===== config.mk =====
export PLATFORM = sky130hd
export DESIGN_NAME = bcd_rtc_card
export DESIGN_NICKNAME = d
export VERILOG_FILES = /design/src/rtl/rtc_pkg.sv /design/src/rtl/bcd_rtc_card_prescaler.sv /design/src/rtl/bcd_rtc_card.sv
export SDC_FILE = /design/constraint.sdc
export NUM_CORES = 1
export LEC_CHECK = 0
export BUFFER_PORTS_ARGS = -buffer_cell sky130_fd_sc_hd__buf_2
export CORE_AREA = 2 2 126 128
export DETAILED_ROUTE_END_ITERATION = 10
export DIE_AREA = 0 0 128 130
export PLACE_DENSITY = 0.75
export RECOVER_POWER = 50
export SYNTH_ARGS = -nofsm -noshare
export SYNTH_HDL_FRONTEND = slang
export SYNTH_SLANG_ARGS = --single-unit

===== constraint.sdc =====
create_clock -name CLK_14M -period 2.8 [get_ports CLK_14M]
set_input_delay 0.42 -clock CLK_14M [delete_from_list [all_inputs] [get_ports CLK_14M]]
set_output_delay 0.42 -clock CLK_14M [all_outputs]
set_load 0.1 [all_outputs]

===== src/rtl/rtc_pkg.sv =====
// Shared definitions for the BCD real-time-clock card: register map,
// control bits, the packed time record, calendar helpers and reset date.
package rtc_pkg;

  // Register addresses within the 16-byte window
  localparam logic [3:0] A_CENT_H = 4'h0;
  localparam logic [3:0] A_CENT_L = 4'h1;
  localparam logic [3:0] A_YR_T   = 4'h2;
  localparam logic [3:0] A_YR_O   = 4'h3;
  localparam logic [3:0] A_MO_T   = 4'h4;
  localparam logic [3:0] A_MO_O   = 4'h5;
  localparam logic [3:0] A_WDAY   = 4'h6;
  localparam logic [3:0] A_DAY_T  = 4'h7;
  localparam logic [3:0] A_DAY_O  = 4'h8;
  localparam logic [3:0] A_HR_T   = 4'h9;
  localparam logic [3:0] A_HR_O   = 4'hA;
  localparam logic [3:0] A_MIN_T  = 4'hB;
  localparam logic [3:0] A_MIN_O  = 4'hC;
  localparam logic [3:0] A_SEC_T  = 4'hD;
  localparam logic [3:0] A_SEC_O  = 4'hE;
  localparam logic [3:0] A_CTRL   = 4'hF;

  // Control/status register bit positions
  localparam int CTRL_HOLD  = 0;
  localparam int CTRL_SNAP  = 1;
  localparam int CTRL_SECF  = 6;
  localparam int CTRL_TICKF = 7;

  // Fixed century digits returned at addresses 0 and 1
  localparam logic [7:0] CENT_H_VAL = 8'h32;
  localparam logic [7:0] CENT_L_VAL = 8'h30;

  // BCD time fields, each only as wide as its digit range needs
  typedef struct packed {
    logic [3:0] yr_t;
    logic [3:0] yr_o;
    logic       mo_t;
    logic [3:0] mo_o;
    logic [2:0] wday;
    logic [1:0] day_t;
    logic [3:0] day_o;
    logic [1:0] hr_t;
    logic [3:0] hr_o;
    logic [2:0] min_t;
    logic [3:0] min_o;
    logic [2:0] sec_t;
    logic [3:0] sec_o;
  } rtc_time_t;

  // Power-on date: year 00, month 01, day 01, 00:00:00, weekday 0
  localparam rtc_time_t RESET_TIME = '{
    yr_t: 4'd0, yr_o: 4'd0, mo_t: 1'b0, mo_o: 4'd1, wday: 3'd0,
    day_t: 2'd0, day_o: 4'd1, hr_t: 2'd0, hr_o: 4'd0,
    min_t: 3'd0, min_o: 4'd0, sec_t: 3'd0, sec_o: 4'd0};

  // Two-digit BCD year divisible by four
  function automatic logic is_leap(input logic [3:0] yr_t, input logic [3:0] yr_o);
    if (!yr_t[0]) return (yr_o == 4'd0) || (yr_o == 4'd4) || (yr_o == 4'd8);
    else          return (yr_o == 4'd2) || (yr_o == 4'd6);
  endfunction

  // Last day of the month as BCD {tens[1:0], ones[3:0]}
  function automatic logic [5:0] days_in_month(input logic mo_t, input logic [3:0] mo_o,
                                               input logic [3:0] yr_t, input logic [3:0] yr_o);
    logic [5:0] d;
    d = {2'd3, 4'd1};
    if (!mo_t) begin
      if (mo_o == 4'd2)
        d = is_leap(yr_t, yr_o) ? {2'd2, 4'd9} : {2'd2, 4'd8};
      else if ((mo_o == 4'd4) || (mo_o == 4'd6) || (mo_o == 4'd9))
        d = {2'd3, 4'd0};
    end else if (mo_o == 4'd1) begin
      d = {2'd3, 4'd0};
    end
    return d;
  endfunction

endpackage


===== src/rtl/bcd_rtc_card_prescaler.sv =====
// Divides the card clock down to the sub-second tick and the one-second carry.
module rtc_prescaler
  import rtc_pkg::*;
#(
  parameter int CLK_HZ  = 14318181,
  parameter int TICK_HZ = 60
) (
  input  logic clk_i,
  input  logic rst_i,
  input  logic hold_i,
  input  logic clr_i,
  output logic tick_o,
  output logic sec_carry_o
);

  localparam int DIV = CLK_HZ / TICK_HZ;
  localparam int PW  = (DIV > 1) ? $clog2(DIV) : 1;
  localparam int TW  = (TICK_HZ > 1) ? $clog2(TICK_HZ) : 1;
  localparam logic [PW-1:0] PRE_MAX = PW'(DIV - 1);
  localparam logic [TW-1:0] TCK_MAX = TW'(TICK_HZ - 1);

  logic [PW-1:0] pre_q, pre_d;
  logic [TW-1:0] tck_q, tck_d;

  // Tick fires on the last prescaler count; the carry on the last tick of a second
  assign tick_o      = ~hold_i & (pre_q == PRE_MAX);
  assign sec_carry_o = tick_o & (tck_q == TCK_MAX);

  // Next counter values: clear wins, hold freezes, otherwise count and wrap
  always_comb begin
    pre_d = pre_q;
    tck_d = tck_q;
    if (clr_i) begin
      pre_d = '0;
      tck_d = '0;
    end else if (!hold_i) begin
      if (tick_o) begin
        pre_d = '0;
        tck_d = sec_carry_o ? '0 : tck_q + 1'b1;
      end else begin
        pre_d = pre_q + 1'b1;
      end
    end
  end

  // Counter registers
  always_ff @(posedge clk_i) begin
    if (rst_i) begin
      pre_q <= '0;
      tck_q <= '0;
    end else begin
      pre_q <= pre_d;
      tck_q <= tck_d;
    end
  end

endmodule


===== src/rtl/bcd_rtc_card.sv =====
// BCD real-time-clock peripheral card: bus-mapped calendar registers,
// coherent snapshot readout and host-time loading.
module bcd_rtc_card
  import rtc_pkg::*;
#(
  parameter int CLK_HZ        = 14318181,
  parameter int TICK_HZ       = 60,
  parameter int HOLD_ON_RESET = 0
) (
  input  logic        CLK_14M,
  input  logic        RESET,
  input  logic        PH_2,
  input  logic        DEVICE_SELECT_N,
  input  logic [15:0] ADDRESS,
  input  logic        RW_N,
  input  logic [7:0]  DATA_IN,
  output logic [7:0]  DATA_OUT,
  output logic        OE,
  input  logic [64:0] RTC
);

  logic      ph2_q, rtc_tog_q;
  logic      hold_q, hold_d, snap_q, snap_d, pend_q, pend_d;
  logic      secf_q, secf_d, tickf_q, tickf_d;
  rtc_time_t live_q, live_d, shad_q, shad_d, src, host_time;
  logic      access, rd_acc, wr_acc, load, pre_clr, tick, sec_carry;
  logic [3:0] addr;
  logic      unused_bits;

  assign addr   = ADDRESS[3:0];
  assign OE     = ~DEVICE_SELECT_N;
  // One access per CPU cycle: the falling edge of the registered phase-2
  assign access = ph2_q & ~PH_2 & ~DEVICE_SELECT_N;
  assign load   = RTC[64] ^ rtc_tog_q;
  assign rd_acc = access & RW_N;
  assign wr_acc = access & ~RW_N & ~load;
  assign pre_clr = load | (wr_acc & (addr == A_SEC_O));

  // Host time bytes: sec, min, hour, day, month, year, weekday from the LSB up
  assign host_time = {RTC[47:44], RTC[43:40], RTC[36], RTC[35:32], RTC[50:48],
                      RTC[29:28], RTC[27:24], RTC[21:20], RTC[19:16],
                      RTC[14:12], RTC[11:8], RTC[6:4], RTC[3:0]};
  assign unused_bits = ^{ADDRESS[15:4], RTC[63:51], RTC[39:37], RTC[31:30],
                         RTC[23:22], RTC[15], RTC[7]};

  rtc_prescaler #(
    .CLK_HZ  (CLK_HZ),
    .TICK_HZ (TICK_HZ)
  ) u_prescaler (
    .clk_i       (CLK_14M),
    .rst_i       (RESET),
    .hold_i      (hold_q),
    .clr_i       (pre_clr),
    .tick_o      (tick),
    .sec_carry_o (sec_carry)
  );

  // Advance the calendar by one second with BCD rollover at every digit
  function automatic rtc_time_t next_second(input rtc_time_t t);
    rtc_time_t n;
    logic [5:0] dim;
    n   = t;
    dim = days_in_month(t.mo_t, t.mo_o, t.yr_t, t.yr_o);
    if (t.sec_o < 4'd9) n.sec_o = t.sec_o + 4'd1;
    else begin
      n.sec_o = 4'd0;
      if (t.sec_t < 3'd5) n.sec_t = t.sec_t + 3'd1;
      else begin
        n.sec_t = 3'd0;
        if (t.min_o < 4'd9) n.min_o = t.min_o + 4'd1;
        else begin
          n.min_o = 4'd0;
          if (t.min_t < 3'd5) n.min_t = t.min_t + 3'd1;
          else begin
            n.min_t = 3'd0;
            if ({t.hr_t, t.hr_o} < {2'd2, 4'd3}) begin
              if (t.hr_o < 4'd9) n.hr_o = t.hr_o + 4'd1;
              else begin
                n.hr_o = 4'd0;
                n.hr_t = t.hr_t + 2'd1;
              end
            end else begin
              n.hr_t = 2'd0;
              n.hr_o = 4'd0;
              n.wday = (t.wday >= 3'd6) ? 3'd0 : t.wday + 3'd1;
              if ({t.day_t, t.day_o} < dim) begin
                if (t.day_o < 4'd9) n.day_o = t.day_o + 4'd1;
                else begin
                  n.day_o = 4'd0;
                  n.day_t = t.day_t + 2'd1;
                end
              end else begin
                n.day_t = 2'd0;
                n.day_o = 4'd1;
                if ({t.mo_t, t.mo_o} < {1'b1, 4'd2}) begin
                  if (t.mo_o < 4'd9) n.mo_o = t.mo_o + 4'd1;
                  else begin
                    n.mo_o = 4'd0;
                    n.mo_t = 1'b1;
                  end
                end else begin
                  n.mo_t = 1'b0;
                  n.mo_o = 4'd1;
                  if (t.yr_o < 4'd9) n.yr_o = t.yr_o + 4'd1;
                  else begin
                    n.yr_o = 4'd0;
                    n.yr_t = (t.yr_t >= 4'd9) ? 4'd0 : t.yr_t + 4'd1;
                  end
                end
              end
            end
          end
        end
      end
    end
    return n;
  endfunction

  // Store a bus write into one field, truncated to that field's width
  function automatic rtc_time_t write_field(input rtc_time_t t, input logic [3:0] a,
                                            input logic [7:0] d);
    rtc_time_t n;
    n = t;
    case (a)
      A_YR_T:  n.yr_t  = d[3:0];
      A_YR_O:  n.yr_o  = d[3:0];
      A_MO_T:  n.mo_t  = d[0];
      A_MO_O:  n.mo_o  = d[3:0];
      A_WDAY:  n.wday  = d[2:0];
      A_DAY_T: n.day_t = d[1:0];
      A_DAY_O: n.day_o = d[3:0];
      A_HR_T:  n.hr_t  = d[1:0];
      A_HR_O:  n.hr_o  = d[3:0];
      A_MIN_T: n.min_t = d[2:0];
      A_MIN_O: n.min_o = d[3:0];
      A_SEC_T: n.sec_t = d[2:0];
      A_SEC_O: n.sec_o = d[3:0];
      default: n = t;
    endcase
    return n;
  endfunction

  // Read mux: digits carry a 0x3 high nibble, narrow fields are zero-extended
  always_comb begin
    src      = snap_q ? shad_q : live_q;
    DATA_OUT = 8'h00;
    case (addr)
      A_CENT_H: DATA_OUT = CENT_H_VAL;
      A_CENT_L: DATA_OUT = CENT_L_VAL;
      A_YR_T:   DATA_OUT = {4'h3, src.yr_t};
      A_YR_O:   DATA_OUT = {4'h3, src.yr_o};
      A_MO_T:   DATA_OUT = {7'd0, src.mo_t};
      A_MO_O:   DATA_OUT = {4'h3, src.mo_o};
      A_WDAY:   DATA_OUT = {5'd0, src.wday};
      A_DAY_T:  DATA_OUT = {6'd0, src.day_t};
      A_DAY_O:  DATA_OUT = {4'h3, src.day_o};
      A_HR_T:   DATA_OUT = {6'd0, src.hr_t};
      A_HR_O:   DATA_OUT = {4'h3, src.hr_o};
      A_MIN_T:  DATA_OUT = {5'd0, src.min_t};
      A_MIN_O:  DATA_OUT = {4'h3, src.min_o};
      A_SEC_T:  DATA_OUT = {5'd0, src.sec_t};
      A_SEC_O:  DATA_OUT = {4'h3, src.sec_o};
      default: begin
        DATA_OUT[CTRL_HOLD]  = hold_q;
        DATA_OUT[CTRL_SNAP]  = snap_q;
        DATA_OUT[CTRL_SECF]  = secf_q;
        DATA_OUT[CTRL_TICKF] = tickf_q;
      end
    endcase
  end

  // Next state: host load beats bus write, bus write beats (and defers) the second carry
  always_comb begin
    live_d  = live_q;
    shad_d  = shad_q;
    hold_d  = hold_q;
    snap_d  = snap_q;
    pend_d  = pend_q;
    secf_d  = secf_q;
    tickf_d = tickf_q;
    if (rd_acc && (addr == A_CTRL)) begin
      secf_d  = 1'b0;
      tickf_d = 1'b0;
    end
    if (tick)      tickf_d = 1'b1;
    if (sec_carry) secf_d  = 1'b1;
    if (rd_acc && (addr == A_CENT_H) && snap_q) shad_d = live_q;
    if (load) begin
      live_d = host_time;
      pend_d = 1'b0;
    end else if (wr_acc) begin
      live_d = write_field(live_q, addr, DATA_IN);
      if (addr == A_CTRL) begin
        hold_d = DATA_IN[CTRL_HOLD];
        snap_d = DATA_IN[CTRL_SNAP];
      end
      if (sec_carry) pend_d = 1'b1;
    end else if (!hold_q && (sec_carry || pend_q)) begin
      live_d = next_second(live_q);
      pend_d = 1'b0;
    end
  end

  // State registers; edge detectors track their inputs even through reset
  always_ff @(posedge CLK_14M) begin
    ph2_q     <= PH_2;
    rtc_tog_q <= RTC[64];
    if (RESET) begin
      live_q  <= RESET_TIME;
      shad_q  <= '0;
      hold_q  <= (HOLD_ON_RESET != 0);
      snap_q  <= 1'b0;
      pend_q  <= 1'b0;
      secf_q  <= 1'b0;
      tickf_q <= 1'b0;
    end else begin
      live_q  <= live_d;
      shad_q  <= shad_d;
      hold_q  <= hold_d;
      snap_q  <= snap_d;
      pend_q  <= pend_d;
      secf_q  <= secf_d;
      tickf_q <= tickf_d;
    end
  end

endmodule


==> metrics.md <==
| Metric | Value |
|---|---|
| # port buffers | 64 |
| First-pass GRT wire length | 33.40 mm |
| Total congestion overflow | 0 |
| Die area | 16,640 µm² |
| Final instance area | 8354 µm² |
| Ant diodes | 0 |
| CTS HTree Levels | 4 |
| TritonCTS buffer count | 17 |
| Clk_lat worst skew | 430 ps |
| Total GRT Usage | 26.16% |
| Reg clk slew, reported paths | 50 ps |
| DR vias | 6,889 |
| DRT antenna net count | 0 |
| Largest net degree at the start of global routing | 42 |
| Achievable clock frequency | 363.0 MHz |
| Cell row count | 46 |
| CTS sink cnt | 115 |
| CP arrival | 2340 ps |
| Hold Violations, Final | 0 |
| Die Ht | 130 µm |
| Sequential Power Share | 35.3% |
| Combinational Power Share | 18.2% |
| Clock Path Buffers | 2 |
| Syn Nets | 994 |
| Vias in the first global route | 6,481 |
| Share of layout cells above drive strength 1 | 17.49% |
| CP required | 2380 ps |
| CTS Root Cell | clkbuf_16 |
| Number of flops mapped to enable cells by yosys | 0 |
| Area grow syn2layout | 23.10% |
| Final nets | 1,081 |
| Drt pass-1 iters | 6 |
| Vias per cell | 5.918 |
| Status | complete, no violations |
| CP Launch Type | flop |
| Internal power | 3.652 mW |
| GPL Wtd Cong | 1.000 |
| Fin Clk Skew | 3.995 ps |
| Final wirelength | 21.38 mm |
| Tcrit/Tclk final | 98.40% |
| Syn. warnings | 0 |
| Critical path class | reg2out |
| Worst hold path type | in2reg |
| CP endpoint kind | primary output |
| Net switching power | 1.441 mW |
| Final cell count without fillers | 1,164 |
| Area of the mapped netlist | 6787 µm² |
| Synthesis-stage register bit count | 115 |
| Power per standard cell area | 609.6 nW/µm² |
| Placed Cells | 1,127 |
| Max cap viols | 0 |
| DR iter-0 viols | 784 |
| Min Tclk post-route | 2755 ps |
| Fillers | 1,434 |
| Final setup fails | 0 |
| R2R depth | 8 |
| Hold depth | 1 |
| VDD IR max | 0.4807 mV |
| Fin. max-slew vios | 0 |
| CP most frequent cell | buf_4 |
| Worst path max stage delay | 590 ps |
| Actual slew at the worst max-slew pin | 1162 ps |
| CP Cell Sequence | buf_4 -> buf_4 -> a221oi_1 -> a21oi_1 -> or4_1 -> buf_2 |
| HPWL after detailed placement | 15.39 mm |
| Switching share of power | 28.30% |
| Avg Inst Size Synth | 7.783 µm² |
| DRC viols | 0 |
| Seq/Total Area, Yosys | 33.92% |
| I/O pins | 103 |
| Share of flip-flops with an asynchronous set or reset | 0% |
| Post-DP Area | 7646 µm² |
| Wirelength per Cell | 18.37 µm |
| Clock Power Share | 46.5% |
| Core box area | 15,420 µm² |
| Slew HR | 22.90% |
| Initial antenna violation count | 0 |
| Initial Util | 44.00% |
| CP max FO | 9 |
| Slowest CP cell | or4_1 |
| TritonCTS clock tree | built |
| Post-synthesis cell type count | 66 |
| Horiz. Die Dim | 128 µm |
| Hold Buf Count CTS | 0 |
| Synthesized instance count | 872 |
| Dominant synthesized flop cell | dfxtp_1 |
| Leakage | 3.196 nW |
placed cells by master (no fill, tap or decap), types with 9 or more instances in the layout:
cell type / netlist / layout
and3_1: 10 / 10
dfxtp_1: 115 / 114
or3_1: 9 / 9
inv_1: 29 / 29
mux2i_1: 46 / 44
clkbuf_16: 0 / 17
and2_1: 10 / 9
buf_2: 5 / 57
nand2_1: 131 / 130
ha_1: 28 / 28
o21ai_0: 39 / 37
o22ai_1: 16 / 16
o211ai_1: 9 / 9
a221oi_1: 14 / 14
a21oi_1: 81 / 80
nand3_1: 25 / 25
nor3_1: 15 / 14
nor2_1: 87 / 87
a211oi_1: 17 / 17
xor2_1: 18 / 17
buf_4: 1 / 54
path summary, 6_finish.rpt:
check / startpoint / endpoint / slack [ps]
worst min-delay path: PH_2 / ph2_q / 200
worst max-delay path: snap_q / DATA_OUT[3] / 40
worst min register to register: secf_q / secf_q / 450
worst max register to register: u_prescaler.pre_q[0] / live_q[18] / 150
kinds of logic after synthesis:
group | share of synthesized area (%)
AND/OR/NAND/NOR | 23.38
AO/OA/AOI/OAI | 22.38
flip-flops | 33.92
buffers and inverters | 4.849
multiplexers | 6.951
adder cells (fa/ha/maj) | 5.162
XOR/XNOR | 3.355
routing by layer:
| metal | up-vias | GRT usage [%] | part of all wire, % |
|---|---|---|---|
| li1 | 3296 | - | - |
| met1 | 3256 | 32.78 | 43 |
| met2 | 293 | 43.98 | 48 |
| met3 | 44 | 5.986 | 7.4 |
| met4 | 0 | 10.15 | 2.3 |
| met5 | - | 0 | 0 |
layout make-up:
cell class	count	area [µm²]	share of cell area [%]
Clock buffer	23	488.0	5.841
Clock inverter	9	150.1	1.797
Inverter	29	108.9	1.303
Multi-Input combinational cell	672	4232	50.65
Sequential cell	115	2306	27.60
Tap cell	192	240.2	2.876
Timing Repair Buffer	124	829.5	9.930
timing repair:
| item | CTS | global route |
|---|---|---|
| buffers inserted | 5 | 0 |
| setup endpoints to repair | 3 | 13 |
| gates resized for setup | 1 | 10 |
| pin swaps | 0 | 4 |
stage by stage:
| stage | util [%] | setup TNS, ps | setup slack [ps] | hold WS (ps) | power [mW] |
|---|---|---|---|---|---|
| after CTS | 54.05 | 0 | 29.23 | 155.6 | 5.076 |
| after global routing | 54.16 | -3.513 | -3.513 | 200.5 | 5.262 |
| after floorplan | - | -235.7 | -235.7 | 431.7 | 2.397 |
| after global placement | 49.57 | 0 | 165.7 | 439.6 | 2.714 |
| final | 54.16 | 0 | 44.90 | 197.7 | 5.093 |
| after detailed placement | 49.57 | 0 | 163.4 | 444.2 | 2.732 |
critical path, delay by kind of cell, from the launching register on:
kind,cells,cell delay [ps]
buffers and inverters,3,640
AND/OR/NAND/NOR,1,590
flip-flops,1,400
AO/OA/AOI/OAI,2,280
power by group through the flow:
stage	logic, mW	clock network, mW	registers [mW]
floorplan	0.587	0	1.81
global placement	0.887	0	1.83
detailed placement	0.903	0	1.83
CTS	0.910	2.37	1.79
global route	1.01	2.44	1.81
finish	0.927	2.37	1.80
registers in the layout, summed over array words and instances, names as in the netlist:
| name | cells |
|---|---|
| pend_q | 1 |
| u_prescaler.tck_q | 6 |
| hold_q | 1 |
| shad_q | 42 |
| ph2_q | 1 |
| u_prescaler.pre_q | 18 |
| secf_q | 1 |
| live_q | 42 |
| rtc_tog_q | 1 |
| tickf_q | 1 |
| snap_q | 1 |
Yosys cell counts, types with 3 or more instances:
cell type / number / area [µm²]
a211oi_1: 17 / 127.6
a21o_1: 4 / 30.03
a21oi_1: 81 / 405.4
a221o_1: 4 / 40.04
a221oi_1: 14 / 122.6
a22oi_1: 5 / 37.54
a31oi_1: 7 / 43.79
and2_1: 10 / 62.56
and3_1: 10 / 62.56
and4_1: 5 / 43.79
buf_1: 3 / 11.26
buf_2: 5 / 25.02
clkbuf_1: 47 / 176.4
dfxtp_1: 115 / 2302
ha_1: 28 / 350.3
inv_1: 29 / 108.9
mux2i_1: 46 / 460.4
nand2_1: 131 / 491.7
nand2b_1: 8 / 50.05
nand3_1: 25 / 125.1
nand3b_1: 4 / 30.03
nand4_1: 6 / 37.54
nor2_1: 87 / 326.6
nor2b_1: 6 / 37.54
nor3_1: 15 / 75.07
nor3b_1: 3 / 22.52
nor4b_2: 4 / 60.06
nor4bb_1: 3 / 30.03
o211ai_1: 9 / 67.56
o21a_1: 6 / 45.04
o21ai_0: 39 / 195.2
o22ai_1: 16 / 100.1
or3_1: 9 / 56.30
xnor2_1: 8 / 70.07
xor2_1: 18 / 157.7
Power figures use the tool's default switching activity.
